### config.mk
export PLATFORM = sky130hd
export DESIGN_NAME = armored40_rx_seq
export DESIGN_NICKNAME = d
export VERILOG_FILES = /design/src/rtl/armored40_rx_seq.sv
export SDC_FILE = /design/constraint.sdc
export NUM_CORES = 1
export LEC_CHECK = 0
export CORE_MARGIN = 2
export CORE_UTILIZATION = 50
export CTS_CLUSTER_SIZE = 25
export DETAILED_ROUTE_END_ITERATION = 12
export GPL_ROUTABILITY_DRIVEN = 0
export GPL_TIMING_DRIVEN = 1
export PLACE_DENSITY_LB_ADDON = 0.25
export SYNTH_ARGS = -nofsm -noshare
export SYNTH_HDL_FRONTEND = slang
export SYNTH_SLANG_ARGS = --single-unit
### constraint.sdc
create_clock -name clk100 -period 4.85 [get_ports clk100]
set_input_delay 0.97 -clock clk100 [delete_from_list [all_inputs] [get_ports clk100]]
set_output_delay 0.97 -clock clk100 [all_outputs]
set_load 0.01 [all_outputs]
### src/rtl/armored40_rx_seq.sv
`default_nettype none
// +--------------------------------------------------------------------------+
// | armored40_rx_seq                                                         |
// | Bring-up / recovery sequencer for the armored40 multi-lane RX path.     |
// | Revision: 1.0                                                            |
// +--------------------------------------------------------------------------+
module armored40_rx_seq #(
   parameter int NUM_LN    = 4,
   parameter int RST_CNTR  = 16,
   parameter int FREQ_TMO  = 2**20,
   parameter int WORD_TMO  = 2**20,
   parameter int DROP_CYC  = 1024,
   parameter int MAX_RETRY = 7
) (
   input  logic              clk100,
   input  logic              rst100,
   input  logic [NUM_LN-1:0] rx_freqlock,
   input  logic [NUM_LN-1:0] rx_wordlock,
   output logic              rst_rxa,
   output logic              rst_rxd,
   output logic              link_up,
   output logic              link_fail,
   output logic [3:0]        retry_cnt,
   output logic [NUM_LN-1:0] lane_miss,
   output logic [2:0]        seq_state
);

   localparam int C_HOLD    = 2**RST_CNTR;
   localparam int C_TMO_A   = (FREQ_TMO > WORD_TMO) ? FREQ_TMO : WORD_TMO;
   localparam int C_TMO_MAX = (C_TMO_A > C_HOLD) ? C_TMO_A : C_HOLD;
   localparam int C_TMR_W   = $clog2(C_TMO_MAX + 1);
   localparam int C_DROP_W  = $clog2(DROP_CYC + 1);

   localparam logic [C_TMR_W-1:0]  C_HOLD_LAST = C_TMR_W'(C_HOLD - 1);
   localparam logic [C_TMR_W-1:0]  C_FREQ_LAST = C_TMR_W'(FREQ_TMO - 1);
   localparam logic [C_TMR_W-1:0]  C_WORD_LAST = C_TMR_W'(WORD_TMO - 1);
   localparam logic [C_DROP_W-1:0] C_DROP_LAST = C_DROP_W'(DROP_CYC - 1);
   localparam logic [3:0]          C_MAX_RETRY = 4'(MAX_RETRY);

   typedef enum logic [2:0] {
      ST_RST_ANA   = 3'd0,
      ST_WAIT_FREQ = 3'd1,
      ST_RST_DIG   = 3'd2,
      ST_WAIT_WORD = 3'd3,
      ST_RUN       = 3'd4,
      ST_BACKOFF   = 3'd5
   } state_t;

   logic [NUM_LN-1:0]   fs_meta_q, fs_q, ws_meta_q, ws_q;
   state_t              state_q, state_d;
   logic [C_TMR_W-1:0]  tmr_q, tmr_d;
   logic [C_DROP_W-1:0] drop_q, drop_d;
   logic [3:0]          retry_q, retry_d;
   logic                fail_q, fail_d;
   logic [NUM_LN-1:0]   miss_q, miss_d;
   logic                rxa_q, rxa_d, rxd_q, rxd_d, up_q, up_d;
   logic                w_fs_all, w_ws_all;

   assign w_fs_all = &fs_q;
   assign w_ws_all = &ws_q;

   always_comb begin
      state_d = state_q;
      tmr_d   = (tmr_q == '1) ? tmr_q : tmr_q + 1'b1;
      drop_d  = drop_q;
      retry_d = retry_q;
      fail_d  = fail_q;
      miss_d  = miss_q;
      case (state_q)
         ST_RST_ANA: begin
            if (tmr_q == C_HOLD_LAST) state_d = ST_WAIT_FREQ;
         end
         ST_WAIT_FREQ: begin
            if (w_fs_all) begin
               state_d = ST_RST_DIG;
            end else if (tmr_q == C_FREQ_LAST) begin
               state_d = ST_BACKOFF;
               miss_d  = ~fs_q;
            end
         end
         ST_RST_DIG: begin
            if (!w_fs_all) begin
               state_d = ST_BACKOFF;
               miss_d  = ~fs_q;
            end else if (tmr_q == C_HOLD_LAST) begin
               state_d = ST_WAIT_WORD;
            end
         end
         ST_WAIT_WORD: begin
            if (!w_fs_all) begin
               state_d = ST_BACKOFF;
               miss_d  = ~fs_q;
            end else if (w_ws_all) begin
               state_d = ST_RUN;
            end else if (tmr_q == C_WORD_LAST) begin
               state_d = ST_BACKOFF;
               miss_d  = ~ws_q;
            end
         end
         ST_RUN: begin
            // Losing frequency lock is fatal at once; word-lock loss gets a grace window.
            if (!w_fs_all) begin
               state_d = ST_BACKOFF;
               miss_d  = ~fs_q;
            end else if (!w_ws_all) begin
               if (drop_q == C_DROP_LAST) begin
                  state_d = ST_BACKOFF;
                  miss_d  = ~ws_q;
               end else begin
                  drop_d = drop_q + 1'b1;
               end
            end else begin
               drop_d = '0;
            end
         end
         ST_BACKOFF: begin
            if (tmr_q == C_HOLD_LAST) state_d = ST_RST_ANA;
         end
         default: state_d = ST_RST_ANA;
      endcase

      if (state_d != state_q) begin
         tmr_d  = '0;
         drop_d = '0;
         if (state_d == ST_RUN) begin
            retry_d = '0;
            fail_d  = 1'b0;
            miss_d  = '0;
         end
         if (state_d == ST_BACKOFF) begin
            retry_d = (retry_q == 4'hf) ? retry_q : retry_q + 1'b1;
            if (retry_d >= C_MAX_RETRY) fail_d = 1'b1;
         end
      end

      rxa_d = (state_d == ST_RST_ANA) || (state_d == ST_BACKOFF);
      rxd_d = !((state_d == ST_WAIT_WORD) || (state_d == ST_RUN));
      up_d  = (state_d == ST_RUN);
   end

   always_ff @(posedge clk100) begin
      if (rst100) begin
         fs_meta_q <= '0;
         fs_q      <= '0;
         ws_meta_q <= '0;
         ws_q      <= '0;
         state_q   <= ST_RST_ANA;
         tmr_q     <= '0;
         drop_q    <= '0;
         retry_q   <= '0;
         fail_q    <= 1'b0;
         miss_q    <= '0;
         rxa_q     <= 1'b1;
         rxd_q     <= 1'b1;
         up_q      <= 1'b0;
      end else begin
         fs_meta_q <= rx_freqlock;
         fs_q      <= fs_meta_q;
         ws_meta_q <= rx_wordlock;
         ws_q      <= ws_meta_q;
         state_q   <= state_d;
         tmr_q     <= tmr_d;
         drop_q    <= drop_d;
         retry_q   <= retry_d;
         fail_q    <= fail_d;
         miss_q    <= miss_d;
         rxa_q     <= rxa_d;
         rxd_q     <= rxd_d;
         up_q      <= up_d;
      end
   end

   assign rst_rxa   = rxa_q;
   assign rst_rxd   = rxd_q;
   assign link_up   = up_q;
   assign link_fail = fail_q;
   assign retry_cnt = retry_q;
   assign lane_miss = miss_q;
   assign seq_state = state_q;

endmodule
`default_nettype wire
### Yosys cells after proc, flatten, opt, wreduce, memory -nomap -nowiden

Cells that the tools add are included.

| word-level totals | value |
|---|---|
| bits in registers | 63 |
| input bits | 10 |
| output and inout bits | 15 |
| word-level logic and storage cells | 77 |

| operators by class | value |
|---|---|
| add/sub/neg operators | 3 |
| $lt $le $gt $ge | 1 |
| equality and inequality tests | 15 |
| muxes and demuxes | 32 |
| bitwise gates (word level) | 2 |
| reductions and logical operators | 11 |

Operators by type and width:

| cell | count |
|---|---|
| $mux W4 | 14 |
| $mux W3 | 11 |
| $mux W11 | 2 |
| $add A21 B1 Y21 const B | 1 |
| $eq A21 B16 Y1 const B | 1 |
| $eq A21 B20 Y1 const B | 1 |
| $eq A21 B21 Y1 const B | 1 |
| $pmux W3 S6 | 1 |
| $pmux W4 S4 | 1 |
| $eq A3 B3 Y1 const B | 4 |
| $add A11 B1 Y11 const B | 1 |
| $eq A11 B10 Y1 const B | 1 |
| $eq A3 B2 Y1 const B | 3 |
| $not A4 Y4 | 2 |
| $reduce_and A4 Y1 | 2 |
| $logic_not A3 Y1 | 2 |
| $reduce_and A6 Y1 | 1 |
| $add A4 B1 Y4 const B | 1 |
| $eq A4 B4 Y1 const B | 1 |
| $ge A4 B3 Y1 const B | 1 |
| $eq A3 B1 Y1 const B | 1 |
| $mux W1 | 3 |
| $ne A3 B3 Y1 | 1 |
| $logic_or A1 B1 Y1 | 2 |
| 5 further kinds | 5 |

### Logic depth before layout (Yosys ltp)

| logic depth | value |
|---|---|
| depth after elaboration | 9 |
| depth in mapped cells | 9 |
| gate-level depth less buffers | 8 |

### Worst setup path before layout

Ideal clock, no wire load.

| timing | value |
|---|---|
| path kind | register -> register |
| from | register tmr_q[0] |
| to | register fail_q, in the netlist link_fail |
| setup time | 125 ps |
| arrival | 2180 ps |
| required time | 4725 ps |
| path slack | 2545 ps |
| stages on the path, launching flop included | 9 |
| buffers on the path | 0 |
| clock period less this slack | 2305 ps |
| cell sequence | dfxtp_1 > ha_1 > and4b_1 > nand4_2 > o311a_1 > a211oi_2 > nand2_2 > o31ai_4 > o22ai_1 |

| on the way | value |
|---|---|
| longest elaborated chain between the ends | 9 |
| elaborated cells on any way between the ends | 17 |
| classes of those cells | 5 x eq/ne; 12 x mux |

RTL lines:

| item | RTL line | RTL |
|---|---|---|
| from (decl) | 51 | `logic [C_TMR_W-1:0] tmr_q, tmr_d;` |
| from (signal assigned) | 162 | `tmr_q <= tmr_d;` |
| $eq A21 B20 Y1 | 76, 95 |  |
| $mux W3 | 76, 95 |  |
| $mux W3 | 93 | `end else if (w_ws_all) begin` |
| $mux W3 | 90 | `if (!w_fs_all) begin` |
| $pmux W3 S6 (*) | 69 | `case (state_q)` |
| $eq A3 B3 Y1 | 125 | `if (state_d == ST_RUN) begin` |
| $mux W1 | 125 |  |
| $mux W1 | 132 | `if (retry_d >= C_MAX_RETRY) fail_d = 1'b1;` |
| $mux W1 | 130 | `if (state_d == ST_BACKOFF) begin` |
| to (signal assigned) | 165 | `fail_q <= fail_d;` |
| to (decl) | 54 | `logic fail_q, fail_d;` |

Mark *: on every way between the ends. The rest lies on a longest branch, timed or not.
A chain may end at the register's enable or synchronous reset.

### Worst setup path after layout

| timing | value |
|---|---|
| from | register tmr_q[0] |
| to | register drop_q[2] |

| on the way | value |
|---|---|
| longest elaborated chain between the ends | 7 |
| elaborated cells on any way between the ends | 13 |
| classes of those cells | 3 x eq/ne; 9 x mux; 1 x reduce/logical |

RTL lines:

| item | RTL line | RTL |
|---|---|---|
| $eq A21 B20 Y1 | 76, 95 |  |
| $mux W3 | 76, 95 |  |
| $mux W3 | 93 |  |
| $mux W3 | 90 |  |
| $pmux W3 S6 (*) | 69 |  |
| $ne A3 B3 Y1 (*) | 122 | `if (state_d != state_q) begin` |
| $reduce_or A2 Y1 (no source line) (*) | -- |  |
| to (signal assigned) | 163 | `drop_q <= drop_d;` |
| to (decl) | 52 | `logic [C_DROP_W-1:0] drop_q, drop_d;` |

Marks and branches as above.

==> flow_metrics.tcl <==
set metrics [dict create \
    required_ns 5.07 \
    ys_warn_count 0 \
    fp-row-count 27 \
    finalCriticalPeriod_ns 3.06 \
    async_flop_share_pct 0 \
    drt_wl_total_um 5410 \
    io_pins 25 \
    dieArea_um2 6290 \
    fin_ws_ns 1.79 \
    ir_worst_vdd_mv 0.146 \
    drcViolationCount 0 \
    drt_pass1_iterations 4 \
    synth_seq_cells 63 \
    synth_edf_count 0 \
    htreeDepth 3 \
    cts_tree "yes" \
    fmax_mhz 327 \
    drtIter0Drc 130 \
    grt_pass1_wl_um 9470 \
    cts_buffers 9 \
    min_from "fs_meta_q[0]$_SDFF_PP0_" \
    synth_top_cell_area_share_pct 44.4 \
    cp-end-kind "flip-flop" \
    worst_pin_slew_ns 0.837 \
    rrSetupSlack_ns 1.79 \
    clock_path_buffers 2 \
    final-hold-violation-count 0 \
    syn_area_per_cell_um2 9.01 \
    grt_max_degree 26 \
    syn-instance-count 315 \
    r2r-end "drop_q[2]$_SDFFE_PP0P_" \
    initial_utilization_pct 51.5 \
    crit_arrival_ns 3.29 \
    finalSetupTns_ns 0 \
    yosysSeqAreaShare_pct 44.4 \
    r2r_start "tmr_q[0]$_SDFFE_PP0P_" \
    synth_most_common_cell "dfxtp_1" \
    maxSlewViolCount 0 \
    maxCapViolCount 0 \
    drive_above_1_share_pct 6.96 \
    diodes 0 \
    power_density_nw_per_um2 301 \
    crit_fanout 24 \
    multiInputGateArea_um2 1470 \
    viasPerCell 5.47 \
    die_x_um 79.3 \
    hp-class "reg -> reg" \
    cts_hold_buf 0 \
    finalClockSkew_ns 0.00774 \
    syn2layout_area_growth_pct 16.2 \
    synthDistinctLibCells 52 \
    numClockSinks 63 \
    ys_top_cells_by_area "dfxtp_1 44%, xor2_1 6.2%, nor2_1 6.1%" \
    period_share_pct 63.1 \
    slew_headroom_pct 44.0 \
    dr_total_vias 2280 \
    core_area_um2 5510 \
    wl_per_cell_um 13.0 \
    setup_viol 0 \
    overflow 0 \
    io_buffers 24 \
    antenna_found_initial 0 \
    synthesis.nets 328 \
    place_ws_ns 1.58 \
    critical_path_class "reg -> reg" \
    grt_pass1_vias 2120 \
    final_nets 353 \
    ff2ff_path_depth 8 \
    ctsResizeCount 0 \
    p_leak_uw 0.00120 \
    start_kind "flip-flop" \
    grt.total_usage_pct 19.3 \
    synth_common_cells "63 x dfxtp_1, 46 x nor2_1, 20 x nand3_1, 20 x xor2_1, 18 x nor2b_1" \
    path_clk_slew_ns 0.07 \
    fillCellCount 507 \
    cts_setup_buffers 0 \
    place_hpwl_um 3800 \
    synthFlopType "dfxtp_1" \
    clk_latency_ns 0.34 \
    antenna_left 0 \
    hold-path-endpoint "fs_q[0]$_SDFF_PP0_" \
    synth_largest_area_cell "dfxtp_1" \
    grt_setup_unrepaired "false" \
    status "finished clean" \
    regArea_um2 1260 \
    netlist_area_um2 2840 \
    root_buffer "clkbuf_8" \
    die-height_um 79.3 \
    hold_path_depth 1 \
]
## routing by layer
metal | track usage [%] | routed length (um) | vias up
met1 | 24.0 | 2580 | 1054
li1 | - | - | 1174
met3 | 5.11 | 197 | 14
met5 | 0 | 0 | -
met4 | 8.45 | 121 | 0
met2 | 31.4 | 2510 | 38
## through the flow
| stage | power (uW) | cells | util (%) | hold WS (ns) | instance area, um2 |
|---|---|---|---|---|---|
| after floorplan | 559 | 315 | - | 0.414 | 2840 |
| after global placement | 570 | 401 | 56.4 | 0.418 | 3110 |
| after detailed placement | 571 | 401 | 56.4 | 0.422 | 3110 |
| after CTS | 1010 | 417 | 59.9 | 0.437 | 3300 |
| after global routing | 1030 | 417 | 59.9 | 0.450 | 3300 |
| final | 992 | 417 | 59.9 | 0.432 | 3300 |
## where the power goes
| part | internal (uW) | switching, uW |
|---|---|---|
| Combinational | 13.8 | 14.2 |
| Sequential | 526 | 5.13 |
| Clock | 249 | 184 |
## area by class of cell
class                      count  share of cell area [%]
tap                           72                    2.73
timing repair buffer          24                    7.29
inverter                      11                    1.25
sequential                    63                    38.3
multi-input combinational    231                    44.7
clock inverter                 4                    1.37
clock buffer                  12                    4.40
## flip-flops by register name, indices dropped and copies added, names as in the netlist
name and count:
fs_meta_q 4, ws_meta_q 4, fs_q 4, ws_q 4
seq_state 3, lane_miss 4, rst_rxd 1, tmr_q 21
drop_q 11, rst_rxa 1, retry_cnt 4, link_up 1
link_fail 1
## worst max path at each step
stage | startpoint | end | slack, ns | depth (start not counted)
6_report | tmr_q[0]$_SDFFE_PP0P_ | drop_q[2]$_SDFFE_PP0P_ | 1.79 | 8
5_1_grt | tmr_q[0]$_SDFFE_PP0P_ | drop_q[2]$_SDFFE_PP0P_ | 1.57 | 8
4_1_cts | tmr_q[0]$_SDFFE_PP0P_ | drop_q[2]$_SDFFE_PP0P_ | 1.79 | 8
3_3_place_gp | rst100 | drop_q[5]$_SDFFE_PP0P_ | 1.60 | 4
2_1_floorplan | tmr_q[0]$_SDFFE_PP0P_ | link_fail$_SDFFE_PP0P_ | 2.54 | 8
3_5_place_dp | rst100 | drop_q[2]$_SDFFE_PP0P_ | 1.58 | 4
## critical path, stage by stage, from the launching register on
cell and delay, ns:
dfxtp_1 0.40, ha_1 0.31, and4b_1 0.26, nand4_2 0.16
o311a_1 0.43, a311oi_2 0.27, a211o_1 0.70, a21o_1 0.31
nor2_1 0.09
## layout by cell type, fill, tap and decap left out, types with 2 or more instances in the layout
master            n
clkdlybuf4s50_1  24
and4_1            9
nand4_1          10
o22ai_1           2
o32ai_1           3
nor2b_1          18
inv_1            11
nor3_1            7
mux2i_1           3
nand3_1          20
nor4_1            2
xor2_1           20
ha_1              3
nor2_1           46
clkbuf_8         10
nand4_2           2
a31oi_1           2
and3_1            5
nand2_1          17
dfxtp_1          63
o311a_1           3
clkinv_2          3
nor3b_1           2
a21oi_1           8
clkbuf_1          2
o22a_1            4
or4_1             2
a211o_1           3
xnor2_1           7
o21ai_0           9
nand2b_1          3
## cells by family after synthesis
family                     share of synthesized area (%)
AOI/OAI and AO/OA                                   13.2
adders and majority gates                           1.32
xor gates and xnor gates                            8.33
muxes                                               1.06
DFF                                                 44.4
buffers and inverters                               3.62
and+or+nand+nor                                     28.0
(Power assumes the default switching activity.)
